[src/rtl/scan_cfg_ctrl.sv]
// Scan configuration chain loader: shifts CHAIN_LEN serial bits into a chain,
// waits SETTLE_CYC idle cycles, then releases the loaded configuration.
module scan_cfg_ctrl #(
   parameter int CHAIN_LEN  = 64,
   parameter int SETTLE_CYC = 2
) (
   input  logic                             CK,
   input  logic                             RST,
   input  logic                             START,
   input  logic                             ABORT,
   input  logic                             DIN,
   input  logic                             DIN_VALID,
   output logic                             DIN_READY,
   output logic                             SE,
   output logic                             SI,
   output logic                             SCK_EN,
   output logic                             CFGE,
   output logic                             BUSY,
   output logic                             DONE,
   output logic [$clog2(CHAIN_LEN+1)-1:0]   BIT_CNT
);

   localparam int CNT_W = $clog2(CHAIN_LEN + 1);
   localparam logic [CNT_W-1:0] LAST_M1   = CNT_W'(CHAIN_LEN - 1);
   localparam logic [7:0]       SETTLE_M1 = 8'(SETTLE_CYC - 1);

   typedef enum logic [2:0] {
      IDLE,
      SHIFT,
      FLUSH,
      SETTLE,
      ACTIVE
   } state_t;

   state_t           state_q, state_d;
   logic [7:0]       settle_q, settle_d;
   logic             se_d, si_d, sck_d, cfge_d, busy_d, done_d;
   logic [CNT_W-1:0] cnt_d;
   logic             xfer;

   assign DIN_READY = (state_q == SHIFT) && !ABORT;
   assign xfer      = DIN_READY && DIN_VALID;

   always_comb begin
      state_d  = state_q;
      settle_d = settle_q;
      se_d     = SE;
      si_d     = SI;
      sck_d    = 1'b0;
      cfge_d   = CFGE;
      done_d   = 1'b0;
      cnt_d    = BIT_CNT;
      case (state_q)
         IDLE, ACTIVE: begin
            if (START) begin
               state_d = SHIFT;
               se_d    = 1'b1;
               cfge_d  = 1'b0;
               cnt_d   = '0;
            end
         end
         SHIFT: begin
            if (ABORT) begin
               state_d = IDLE;
               se_d    = 1'b0;
               cfge_d  = 1'b0;
            end else if (xfer) begin
               si_d  = DIN;
               sck_d = 1'b1;
               cnt_d = BIT_CNT + 1'b1;
               // SE stays high through FLUSH so the final pulse shifts with SE=1
               if (BIT_CNT == LAST_M1) state_d = FLUSH;
            end
         end
         FLUSH: begin
            se_d = 1'b0;
            if (ABORT) begin
               state_d = IDLE;
               cfge_d  = 1'b0;
            end else begin
               state_d  = SETTLE;
               settle_d = '0;
            end
         end
         SETTLE: begin
            if (ABORT) begin
               state_d = IDLE;
               se_d    = 1'b0;
               cfge_d  = 1'b0;
            end else if (settle_q == SETTLE_M1) begin
               state_d = ACTIVE;
               cfge_d  = 1'b1;
               done_d  = 1'b1;
            end else begin
               settle_d = settle_q + 1'b1;
            end
         end
         default: begin
            state_d = IDLE;
            se_d    = 1'b0;
            cfge_d  = 1'b0;
         end
      endcase
      busy_d = (state_d == SHIFT) || (state_d == FLUSH) || (state_d == SETTLE);
   end

   always_ff @(posedge CK or posedge RST) begin
      if (RST) begin
         state_q  <= IDLE;
         settle_q <= '0;
         SE       <= 1'b0;
         SI       <= 1'b0;
         SCK_EN   <= 1'b0;
         CFGE     <= 1'b0;
         BUSY     <= 1'b0;
         DONE     <= 1'b0;
         BIT_CNT  <= '0;
      end else begin
         state_q  <= state_d;
         settle_q <= settle_d;
         SE       <= se_d;
         SI       <= si_d;
         SCK_EN   <= sck_d;
         CFGE     <= cfge_d;
         BUSY     <= busy_d;
         DONE     <= done_d;
         BIT_CNT  <= cnt_d;
      end
   end

endmodule

[config.mk]
export PLATFORM = sky130hd
export DESIGN_NAME = scan_cfg_ctrl
export DESIGN_NICKNAME = d
export VERILOG_FILES = /design/src/rtl/scan_cfg_ctrl.sv
export SDC_FILE = /design/constraint.sdc
export NUM_CORES = 1
export LEC_CHECK = 0
export ABC_AREA = 1
export CORE_UTILIZATION = 53
export CTS_CLUSTER_SIZE = 12
export DETAILED_ROUTE_END_ITERATION = 10
export PLACE_DENSITY = 0.78
export SYNTH_ARGS = -nofsm -noshare
export SYNTH_HDL_FRONTEND = slang
export SYNTH_SLANG_ARGS = --single-unit
export TNS_END_PERCENT = 1
[constraint.sdc]
create_clock -name CK -period 1.64 [get_ports CK]
set_input_delay 0.328 -clock CK [delete_from_list [all_inputs] [get_ports CK]]
set_output_delay 0.328 -clock CK [all_outputs]
set_load 0.01 [all_outputs]
Word level (Yosys, flattened, before mapping)
Cells that the tools add are included.
Widths: inputs -> output; s select.
{"block": "op_classes", "n_addsub": 2, "n_eq_ne": 18, "mux": 29, "bitwise": 1, "n_reduce_logical": 16}
{"cell": "$mux 8", "count": 3}
{"cell": "$mux 7", "count": 3}
{"cell": "$mux 3", "count": 6}
{"cell": "$pmux 8 s2", "count": 1}
{"cell": "$pmux 7 s2", "count": 1}
{"cell": "$eq 3x2->1 const B", "count": 4}
{"cell": "$ne 2x2->1 const B", "count": 6}
{"cell": "$pmux 3 s4", "count": 1}
{"cell": "$mux 1", "count": 11}
{"cell": "$add 8x1->8 const B", "count": 1}
{"cell": "$eq 8x1->1 const B", "count": 1}
{"cell": "$reduce_and 4->1", "count": 2}
{"cell": "$add 7x1->7 const B", "count": 1}
{"cell": "$eq 7x6->1 const B", "count": 1}
{"cell": "$eq 3x1->1 const B", "count": 2}
{"cell": "$reduce_and 3->1", "count": 2}
{"cell": "$reduce_or 2->1", "count": 3}
{"cell": "$ne 2x1->1 const B", "count": 2}
{"cell": "$reduce_bool 2->1", "count": 2}
{"cell": "$eq 3x3->1 const B", "count": 1}
{"cell": "$logic_not 3->1", "count": 1}
{"cell": "$ne 3x3->1 const B", "count": 1}
{"cell": "$pmux 1 s3", "count": 1}
{"cell": "$logic_and 1x1->1", "count": 2}
{"cell": "other kinds (6)", "count": 7}
{"block": "word_totals", "regBits": 24, "inputBits": 6, "output_inout_bits": 14}

Longest topological paths before layout
Gate-level depths: netlist of the first run.
{"block": "depth", "ltp_word": 9, "mapped_depth": 9}

Least setup slack after synthesis of the first run
Ideal clock, no wire load.
{"block": "synth_timing", "kind": "flip-flop to flip-flop", "startpoint": "register BIT_CNT[0]", "endpoint": "register state_q[0]", "setup_time_ns": 0.125, "t_arrival_ns": 1.181, "slack_ns": 0.333, "path_stages_with_launch": 9, "n_path_buf": 0, "path_cell_list": "dfrtp_1 ha_1 nand2_1 nor2_1 nand2_1 nor2_1 nand2_1 nand2_1 nand3_1"}
{"block": "synth_between", "elab_chain_cells": 5}
{"element": "start: declaration", "line": "20", "rtl": "output logic [$clog2(CHAIN_LEN+1)-1:0] BIT_CNT"}
{"element": "start signal: assignment", "line": "127", "rtl": "BIT_CNT <= cnt_d;"}
{"element": "$eq 7x6->1", "line": "72", "rtl": "if (BIT_CNT == LAST_M1) state_d = FLUSH;"}
{"element": "$mux 3", "line": "72"}
{"element": "$mux 3", "line": "67", "rtl": "end else if (xfer) begin"}
{"element": "$mux 3", "line": "63", "rtl": "if (ABORT) begin"}
{"element": "$pmux 3 s4", "line": "53", "rtl": "case (state_q)"}
{"element": "named net state_d[0]", "line": "35", "rtl": "state_t state_q, state_d;"}
{"element": "end signal: assignment", "line": "119", "rtl": "state_q <= state_d;"}
{"element": "end: declaration", "line": "35"}
The timed path passes the listed nets, and every way through them passes these cells.
A chain may end at the register's enable or synchronous reset.

Worst setup path in the final report of the first run
{"block": "layout_timing", "startpoint": "register state_q[2]", "endpoint": "output port DIN_READY"}
{"block": "layout_between", "elab_chain_cells": 2}
{"element": "$eq 3x1->1", "line": "41", "rtl": "assign DIN_READY = (state_q == SHIFT) && !ABORT;"}
{"element": "$logic_and 1x1->1", "line": "41"}
{"element": "end: declaration", "line": "13", "rtl": "output logic DIN_READY,"}
No other way between the ends.

==> results.md, run 1 <==
* Outcome: complete, no violations
* DRC Markers at 0
* Yosys warning count at 0
* Drt total wl at 3379 um
* GRT Total Usage at 0.2629
* Seq/Total Area, Yosys at 0.4356
* Final Util at 0.7288
* Crit Path Category: reg -> out
* CP top delay family: flip-flops
* Vias in the first global route at 1,204
* Ant diodes at 0
* Clock-pin slew on the worst setup and hold paths at 0.15 ns
* Vias per cell at 5.193
* Die height at 53.01 um
* Root buffer cell: clkbuf_4
* Share of cells above drive strength 1 at 0.1790
* Synth Register Bits at 24
* Slew HR at 0.7964
* Critical Path RT at 1.31 ns
* RSZ-0062 raised after global routing: true
* Worst Path Max Fanout at 2
* First DRT Iteration DRCs at 54
* Psw at 0.0004194 W
* Largest net degree at the start of global routing at 25
* Slew @ Worst Pin at 0.3054 ns
* Pre-CTS WS at -0.2068 ns
* Number of synthesized flops with an enable pin at 0
* Crit-path max cell delay at 0.43 ns
* Detailed placement HPWL at 2368 um
* LEAKAGE at 0.9596 nW
* Synth Instances at 187
* Startpoint Class: flop
* Sw frac at 0.2868
* R2R setup slack at 0.06 ns
* Max Slew Vio Count at 0
* Post-route ant nets at 0
* CP Capture Type: output port
* Worst Clk Skew at 0.007523 ns
* Total CTS buffers at 3
* CP Data Arrival Time at 1.29 ns
* Reg-to-reg startpoint: state_q[2]$_DFF_PP0_
* DIE AREA at 2810 um^2
* CP Cell Sequence: inv_2 -> nand2_2 -> nor2_2 -> nand2_1 -> inv_1 -> buf_2
* DRT Pass-1 Iters at 4
* Reg power frac at 0.459
* Nets at 239
* Port Buffers at 19
* Initial core utilization at 0.5566
* Avg Cell Area, Syn at 7.373 um^2
* VDD IR max at 0.6328 mV
* Io pins at 20
* Clk sinks at 24
* Cell area power density at 809.9 nW/um^2
* Final Hold Violating Endpoints at 0
* Max Cap Violations at 0
* Area grow syn2layout at 30.94%
* Fin crit period at 1.620 ns
* Clock Latency Late Sink at 0.32 ns
* Top_reg_cell synth: dfrtp_1
* WL/cell at 13.05 um
* Internal power at 0.001043 W
* Synth cell types at 24
* Buf/Inv on CP at 3
* Combinational share of power at 0.238
* Placed Cells at 248
* Crit-path slowest cell: dfrtp_1
* Final Cycle Share at 0.9878
* Post-synthesis instance area at 1379 um^2
* Syn_nets at 196
* Maximum clock path buffer count at 2
* Clock Power Share at 0.304
* Vias post-DR at 1,345
* Post-synth ARST share at 1.000
* Overflow after GRT at 0
* Fmax at 0.6173 GHz
* Die Wd at 53.01 um
* # H-tree levels at 1
* Hold Path Class: in -> async
* CTS tree: done
* First-pass GRT wire length at 5285 um
* Initial antenna violation count at 0
* Core box area at 2477 um^2
* Finished Layout Cells at 259
* GPL Wtd Cong at 0.9448
* Site Rows at 18
* Worst reg2reg path depth at 8
* Final setup vio count at 0
* Worst R2R End: BIT_CNT[6]$_DFFE_PP0P_
* Final worst slack at 0.02004 ns
==> layout by cell type (no fill, tap or decap) <==
cell type,count
nand2_1,68
dfrtp_1,24
buf_4,20
inv_1,19
nor2_1,19
nand3_1,19
clkdlybuf4s50_1,11
o21ai_0,8
dlygate4sd2_1,6
inv_2,3
xor2_1,3
ha_1,3
clkbuf_4,3
nor2_2,2
nand2_2,2
nor2_4,2
a21oi_1,2
nand4_2,1
nand3b_1,1
nand3_2,1
o21bai_4,1
a21oi_2,1
nand4_1,1
nor3_1,1
or2_2,1
o21ai_2,1
or2_0,1
xnor2_1,1
bufinv_16,1
dlymetal6s2s_1,1
buf_2,1
buf_12,1
==> cell usage after synthesis, types with 2 or more instances <==
master / instances / area [um^2]
inv_2: 3 / 11.26
ha_1: 3 / 37.54
xor2_1: 3 / 26.28
nor2_4: 2 / 22.52
o21ai_0: 8 / 40.04
inv_1: 19 / 71.32
nand3_1: 19 / 95.09
nor2_1: 20 / 75.07
a21oi_1: 3 / 15.01
nand2_1: 69 / 259.0
dfrtp_1: 24 / 600.6
buf_6: 2 / 22.52
==> routing by layer <==
layer | track usage | vias up | routed length (um)
li1 | - | 664 | -
met1 | 0.3568 | 620 | 1500
met2 | 0.4262 | 55 | 1629
met3 | 0.04023 | 6 | 215
met4 | 0.08333 | 0 | 34
met5 | 0 | - | 0
==> worst max path at each step <==
stage,start,to,slack [ns],cells past startpoint
after CTS,BIT_CNT[5]$_DFFE_PP0P_,BIT_CNT[5],0.01,1
final,state_q[2]$_DFF_PP0_,DIN_READY,0.02,6
after detailed placement,ABORT,DIN_READY,-0.21,5
after global placement,ABORT,DIN_READY,-0.19,5
after global routing,state_q[2]$_DFF_PP0_,BIT_CNT[6]$_DFFE_PP0P_,-0.06,8
after floorplan,BIT_CNT[0]$_DFFE_PP0P_,state_q[0]$_DFF_PP0_,0.33,8
==> per-stage QoR <==
step | hold slack (ns) | total power, W | area [um^2] | setup TNS, ns
6_report | 0.3245 | 0.001462 | 1805 | 0
5_1_grt | 0.3741 | 0.001521 | 1805 | -0.2710
4_1_cts | 0.3454 | 0.001450 | 1777 | 0
3_5_place_dp | 0.4682 | 0.001006 | 1689 | -0.3876
3_3_place_gp | 0.4572 | 0.0009877 | 1689 | -0.2243
2_1_floorplan | 0.3426 | 0.0008214 | 1379 | 0
==> power groups by stage <==
stage	clock [W]	sequential [W]	combinational, W
after floorplan	0	0.000699	0.000123
after global placement	0	0.000677	0.000311
after detailed placement	0	0.000681	0.000325
after CTS	0.000443	0.000669	0.000338
after global routing	0.000462	0.000675	0.000384
final	0.000444	0.000671	0.000347
==> layout make-up <==
type / count / area [um^2]
clock buffers: 3 / 22.52
multi-input cells: 139 / 681.9
flip-flops and latches: 24 / 600.6
clock inverters: 1 / 30.03
fillers: 187 / 671.9
inverters: 22 / 82.58
repair buffers: 40 / 350.3
well taps: 30 / 37.54
==> logic make-up after synthesis <==
logic type / after synthesis / share of synthesized area
buffers and inverters: 24 / 0.07622
AOI/OAI and AO/OA: 13 / 0.05989
xor gates and xnor gates: 4 / 0.02541
DFF: 24 / 0.4356
and+or+nand+nor: 119 / 0.3757
adders and majority gates: 3 / 0.02723
==> worst register-to-register path: cells and delay by family (launching register included) <==
| kind | cells | cell delay, ns |
|---|---|---|
| buffers and inverters | 2 | 0.27 |
| AO/OA/AOI/OAI | 1 | 0.08 |
| AND/OR/NAND/NOR | 5 | 0.69 |
| flip-flops | 1 | 0.43 |
==> flip-flops by register name, indices dropped and copies added, names as in the netlist <==
register  flops
settle_q      8
BIT_CNT       7
state_q       3
BUSY          1
CFGE          1
DONE          1
SCK_EN        1
SE            1
SI            1
==> timing repair <==
action	4_1_cts	5_1_grt
gates cloned	0	0
endpoints found under the setup margin	7	16
pin swaps	1	3
hold buffers	0	0
gates resized for setup	11	3
hold endpoints to repair	0	0
buffers inserted	6	1
Note: power is estimated with default switching activity, not from simulation.
==> run 2: changes to the inputs <==
--- a/config.mk
+++ b/config.mk
@@ -7,6 +7,7 @@
 export LEC_CHECK = 0
 export ABC_AREA = 1
 export CORE_UTILIZATION = 53
+export CTS_CLUSTER_DIAMETER = 30
 export CTS_CLUSTER_SIZE = 12
 export DETAILED_ROUTE_END_ITERATION = 10
 export PLACE_DENSITY = 0.78
==> results of run 2 <==
No change in the layout: final DEF, timing and power equal those of run 1.
